[config.mk]
export PLATFORM = sky130hd
export DESIGN_NAME = max_pool_2x2_flat
export DESIGN_NICKNAME = d
export VERILOG_FILES = /design/src/rtl/max_pool_2x2_if.sv /design/src/rtl/max_pool_2x2.sv /design/src/flat_wrapper.sv
export SDC_FILE = /design/constraint.sdc
export NUM_CORES = 1
export LEC_CHECK = 0
export CAP_MARGIN = 20
export CORE_ASPECT_RATIO = 0.8
export CORE_MARGIN = 3
export CORE_UTILIZATION = 62
export DETAILED_ROUTE_END_ITERATION = 8
export HOLD_SLACK_MARGIN = 0.03
export PLACE_DENSITY = 0.81
export RECOVER_POWER = 100
export SLEW_MARGIN = 20
export SYNTH_ARGS = -nofsm -noshare
export SYNTH_HDL_FRONTEND = slang
export SYNTH_SLANG_ARGS = --single-unit
[constraint.sdc]
create_clock -name clk -period 5.09 [get_ports clk]
set_clock_uncertainty 0.05 [all_clocks]
set_input_delay 0.509 -clock clk [delete_from_list [all_inputs] [get_ports clk]]
set_output_delay 0.509 -clock clk [all_outputs]
set_load 0.03 [all_outputs]
[src/rtl/max_pool_2x2_if.sv]
// Stream bundle between the quantizer, the 2x2 max-pool stage and the next layer.
// The master side feeds input samples and accepts pooled results.
interface max_pool_2x2_if #(
    parameter int unsigned DATA_WIDTH = 8
);
    logic [DATA_WIDTH-1:0] in_data;
    logic                  in_valid;
    logic                  in_ready;
    logic [DATA_WIDTH-1:0] out_data;
    logic                  out_valid;
    logic                  out_ready;
    logic                  out_last;

    modport master (
        output in_data, in_valid, out_ready,
        input  in_ready, out_data, out_valid, out_last
    );

    modport slave (
        input  in_data, in_valid, out_ready,
        output in_ready, out_data, out_valid, out_last
    );
endinterface

[src/rtl/max_pool_2x2.sv]
// Streaming 2x2 / stride-2 max-pool over a raster-ordered feature map.
// A half-width row buffer holds the top-row horizontal maxima until the bottom row arrives.
module max_pool_2x2 #(
    parameter int unsigned DATA_WIDTH = 8,
    parameter int unsigned MAP_WIDTH  = 28,
    parameter int unsigned MAP_HEIGHT = 28
) (
    input logic           clk,
    input logic           rst,
    max_pool_2x2_if.slave bus
);
    localparam int unsigned HALF_W = MAP_WIDTH / 2;
    localparam int unsigned COL_W  = $clog2(MAP_WIDTH + 1);
    localparam int unsigned ROW_W  = $clog2(MAP_HEIGHT + 1);
    localparam int unsigned IDX_W  = (HALF_W > 1) ? $clog2(HALF_W) : 1;
    localparam logic [COL_W-1:0] COL_LAST = COL_W'(MAP_WIDTH - 1);
    localparam logic [ROW_W-1:0] ROW_LAST = ROW_W'(MAP_HEIGHT - 1);

    typedef logic [DATA_WIDTH-1:0] sample_t;

    function automatic sample_t umax(input sample_t a, input sample_t b);
        return (a > b) ? a : b;
    endfunction

    logic [COL_W-1:0] col_q, col_d;
    logic [ROW_W-1:0] row_q, row_d;
    sample_t          pair_q, pair_d;
    sample_t          row_buf_q [HALF_W];
    sample_t          row_buf_d [HALF_W];
    sample_t          out_data_q, out_data_d;
    logic             out_valid_q, out_valid_d;
    logic             out_last_q, out_last_d;

    logic             in_fire;
    logic             out_fire;
    logic [IDX_W-1:0] buf_idx;
    sample_t          h_max;

    assign bus.in_ready  = !out_valid_q || bus.out_ready;
    assign bus.out_data  = out_data_q;
    assign bus.out_valid = out_valid_q;
    assign bus.out_last  = out_last_q;

    always_comb begin
        in_fire     = bus.in_valid && bus.in_ready;
        out_fire    = out_valid_q && bus.out_ready;
        buf_idx     = IDX_W'(col_q >> 1);
        h_max       = umax(pair_q, bus.in_data);

        col_d       = col_q;
        row_d       = row_q;
        pair_d      = pair_q;
        row_buf_d   = row_buf_q;
        out_data_d  = out_data_q;
        out_valid_d = out_valid_q;
        out_last_d  = out_last_q;

        if (out_fire) begin
            out_valid_d = 1'b0;
            out_last_d  = 1'b0;
        end

        // A result loaded in the same cycle as an output transfer overrides the clear above.
        if (in_fire) begin
            if (col_q == COL_LAST) begin
                col_d = '0;
                row_d = (row_q == ROW_LAST) ? '0 : row_q + ROW_W'(1);
            end else begin
                col_d = col_q + COL_W'(1);
            end

            if (!col_q[0]) begin
                pair_d = bus.in_data;
            end else if (!row_q[0]) begin
                row_buf_d[buf_idx] = h_max;
            end else begin
                out_data_d  = umax(row_buf_q[buf_idx], h_max);
                out_valid_d = 1'b1;
                out_last_d  = (row_q == ROW_LAST) && (col_q == COL_LAST);
            end
        end
    end

    always_ff @(posedge clk) begin
        row_buf_q <= row_buf_d;
        if (rst) begin
            col_q       <= '0;
            row_q       <= '0;
            pair_q      <= '0;
            out_data_q  <= '0;
            out_valid_q <= 1'b0;
            out_last_q  <= 1'b0;
        end else begin
            col_q       <= col_d;
            row_q       <= row_d;
            pair_q      <= pair_d;
            out_data_q  <= out_data_d;
            out_valid_q <= out_valid_d;
            out_last_q  <= out_last_d;
        end
    end
endmodule

[src/flat_wrapper.sv]
// flat-port wrapper written by rule: the top's interface ports become plain ports
module max_pool_2x2_flat 
#(
    parameter int unsigned DATA_WIDTH = 8,
    parameter int unsigned MAP_WIDTH  = 28,
    parameter int unsigned MAP_HEIGHT = 28
)
  (clk, rst, bus_in_data, bus_in_valid, bus_out_ready, bus_in_ready, bus_out_data, bus_out_valid, bus_out_last);
  max_pool_2x2_if #(.DATA_WIDTH(DATA_WIDTH)) bus_i ();
  input logic clk;
  input logic rst;
  input wire logic [$bits(bus_i.in_data)-1:0] bus_in_data;
  input wire logic [$bits(bus_i.in_valid)-1:0] bus_in_valid;
  input wire logic [$bits(bus_i.out_ready)-1:0] bus_out_ready;
  output wire logic [$bits(bus_i.in_ready)-1:0] bus_in_ready;
  output wire logic [$bits(bus_i.out_data)-1:0] bus_out_data;
  output wire logic [$bits(bus_i.out_valid)-1:0] bus_out_valid;
  output wire logic [$bits(bus_i.out_last)-1:0] bus_out_last;
  assign bus_i.in_data = bus_in_data;
  assign bus_i.in_valid = bus_in_valid;
  assign bus_i.out_ready = bus_out_ready;
  assign bus_in_ready = bus_i.in_ready;
  assign bus_out_data = bus_i.out_data;
  assign bus_out_valid = bus_i.out_valid;
  assign bus_out_last = bus_i.out_last;
  max_pool_2x2 #(.DATA_WIDTH(DATA_WIDTH), .MAP_WIDTH(MAP_WIDTH), .MAP_HEIGHT(MAP_HEIGHT)) u_core (.clk(clk), .rst(rst), .bus(bus_i));
endmodule
==> flow_metrics.tcl <==
set metrics [dict create \
    fillers 569 \
    hold_class "flip-flop to flip-flop" \
    via_per_inst 6.57 \
    setup_viol 0 \
    required_ns 5.33 \
    max_cap_violations 0 \
    leakage_nw 2.35 \
    critPathLaunch "bus_in_data[1]" \
    syn_nets 433 \
    drc 0 \
    synth_seq_cells 140 \
    cts-hold-fix-buffers 0 \
    worst_slew_pin_slew_ns 1.44 \
    synth_commonest_cells "edfxtp_1 (112), dfxtp_1 (28), nor2_1 (28)" \
    wl_per_cell_um 23.3 \
    vias 3680 \
    gp_congestion 0.865 \
    synth_area_leaders "edfxtp_1 (55%), dfxtp_1 (9.2%), mux4_2 (5.9%)" \
    die_h_um 94.5 \
    nNetsFinal 463 \
    cts_made_buffers 17 \
    synth_most_common_cell "edfxtp_1" \
    cp_max_fo 16 \
    clk_pin_slew_ns 0.05 \
    gr-total-overflow 0 \
    cp-start-kind "input pin" \
    worstPathArrival_ns 4.64 \
    grt_pass1_wl_um 20200 \
    relSlewSlack 0.0389 \
    die-area_um2 11000 \
    tns_ns 0 \
    fmax_mhz 227 \
    rows 31 \
    post_cts_buffers 0 \
    cts_max_level 4 \
    ctsResizeCount 0 \
    drv_slew 0 \
    fin_area_um2 6860 \
    ys_seq_area_frac 0.647 \
    ant_nets 0 \
    grt_max_degree 35 \
    hold_viol 0 \
    worst_r2r_endpoint "u_core.bus.out_data[3]" \
    synth_edf_count 112 \
    place_area_um2 6390 \
    wl_um 13000 \
    status "finished, final reports clean" \
    min_period_ns 4.40 \
    synth_area_um2 6070 \
    worstHoldStart "u_core.bus.out_last" \
    core_area_um2 9270 \
    cp-endpoint "u_core.bus.out_data[3]" \
    die_w_um 117 \
    antenna_found_initial 0 \
    multi_input_area_um2 1960 \
    drtIter0Drc 445 \
    worst-setup-path-type "input pin to flip-flop" \
    cts_tree "yes" \
    ff2ff_path_depth 11 \
    rrSetupSlack_ns 0.82 \
    drive_gt1_frac 0.117 \
    synth_top_cell_area_share 0.554 \
    seqCellArea_um2 3920 \
    cts.sinks 140 \
    finalCritPeriodShare 0.864 \
    async_flop_share 0 \
    start_util 0.655 \
    syn_to_final_growth_pct 13.1 \
    avgSynthCellArea_um2 15.1 \
    yosysTopAreaCell "edfxtp_1" \
    synth.distinct_cells 44 \
    grt_pass1_vias 3588 \
    dp_hpwl_um 7940 \
    rsz0062_at_grt "false" \
    crit_path_end_kind "flip-flop" \
    io_pins 23 \
    placement.io_buffers 22 \
    first_pass_iters 6 \
    n_antenna_cell 0 \
    syn_inst 403 \
    grt_usage 0.255 \
    ctsLongestPathBuffers 2 \
    clock_tree.root_cell "clkbuf_16" \
    powerDensity_nw_per_um2 365 \
    ys_warn_count 0 \
    clk-insertion-delay-late_ns 0.42 \
    worstReg2RegStart "u_core.col_q[1]" \
    peakVddDrop_v 0.000321 \
    synth_top_flop_cell "edfxtp_1" \
]
[critical path, cell delays in order]
cell and delay, ns:
clkdlybuf4s50_1 0.51, inv_1 0.06, ha_1 0.30, nor2b_1 0.14, o211ai_1 0.19, a21oi_1 0.09, o22ai_1 0.65, mux2_1 0.60
inv_1 0.09, ha_1 0.31, nor2b_1 0.14, o211ai_1 0.10, a21o_1 0.18, a21oi_1 0.14, nor3_1 0.06, buf_4 0.21
a221o_1 0.36
[worst min-delay path by stage]
stage	to	slack, ns	cells after the start
floorplan	u_core.pair_q[1]	0.42	2
global placement	u_core.bus.out_last	0.39	2
detailed placement	u_core.bus.out_last	0.42	2
CTS	u_core.bus.out_last	0.43	2
global route	u_core.bus.out_last	0.45	2
finish	u_core.bus.out_last	0.43	2
[layer usage]
metal,track usage,wire [µm],vias to the layer above
met5,0,0,-
met1,0.360,5530,1856
met2,0.377,6080,169
met4,0.0764,181,0
li1,-,-,1636
met3,0.0935,1220,19
[where the power goes]
group	switching [mW]	internal (mW)	leakage, nW
Sequential	0.0160	1.26	1.24
Clock	0.417	0.644	0.242
Combinational	0.101	0.0664	0.871
Total	0.534	1.97	2.35
[layout make-up]
cell class,instances,area share
Clock buffer,28,0.0709
Sequential cell,140,0.572
Timing Repair Buffer,31,0.0392
Multi-Input combinational cell,226,0.285
Inverter,17,0.00930
Tap cell,115,0.0210
Clock inverter,3,0.00255
[cell families (layout without fill, tap and decap cells)]
| group | count (synthesis) | in the layout | synth area share |
|---|---|---|---|
| AOI/OAI and AO/OA | 59 | 59 | 0.0656 |
| xor gates and xnor gates | 2 | 2 | 0.00289 |
| adders and majority gates | 18 | 18 | 0.0371 |
| buffers and inverters | 37 | 79 | 0.0289 |
| DFF | 140 | 140 | 0.647 |
| muxes | 48 | 48 | 0.137 |
| and+or+nand+nor | 99 | 99 | 0.0821 |
[registers in the layout, summed over array words and instances, names as in the netlist]
signal                count
u_core.col_q              5
u_core.bus.out_last       1
u_core.bus.out_valid      1
u_core.row_buf_q        112
u_core.bus.out_data       8
u_core.row_q              5
u_core.pair_q             8
[cells in the final DEF (no fill, tap or decap), types with 2 or more instances in the layout]
cell and count:
mux2_1 8, a221o_1 8, clkdlybuf4s50_1 10, nand2b_1 3, mux4_2 16, clkbuf_16 17
mux2_2 8, o21ai_0 9, nand3_1 6, buf_4 4, clkbuf_1 14, edfxtp_1 112
nand4_1 8, nor3_1 14, nand2_1 18, clkinv_2 2, dlygate4sd3_1 12, clkbuf_8 2
ha_1 18, mux4_1 8, mux2i_1 8, nor3b_1 3, xor2_1 2, inv_1 16
nor2b_1 11, a22oi_1 8, a211oi_1 5, o211ai_1 2, dfxtp_1 28, nand4b_1 2
nor2_1 28, or3_1 2, a21oi_1 21
[stage by stage]
stage          worst slack, ns  hold WS [ns]  utilization  std cells  total power, mW
5_1_grt                  0.515         0.452        0.740        560             2.59
4_1_cts                   1.23         0.432        0.744        560             2.52
2_1_floorplan             1.61         0.418            -        403             1.41
6_report                 0.692         0.428        0.740        560             2.50
3_3_place_gp             0.983         0.390        0.689        529             1.46
3_5_place_dp             0.851         0.425        0.689        529             1.46
Note: power is estimated with default switching activity, not from simulation.
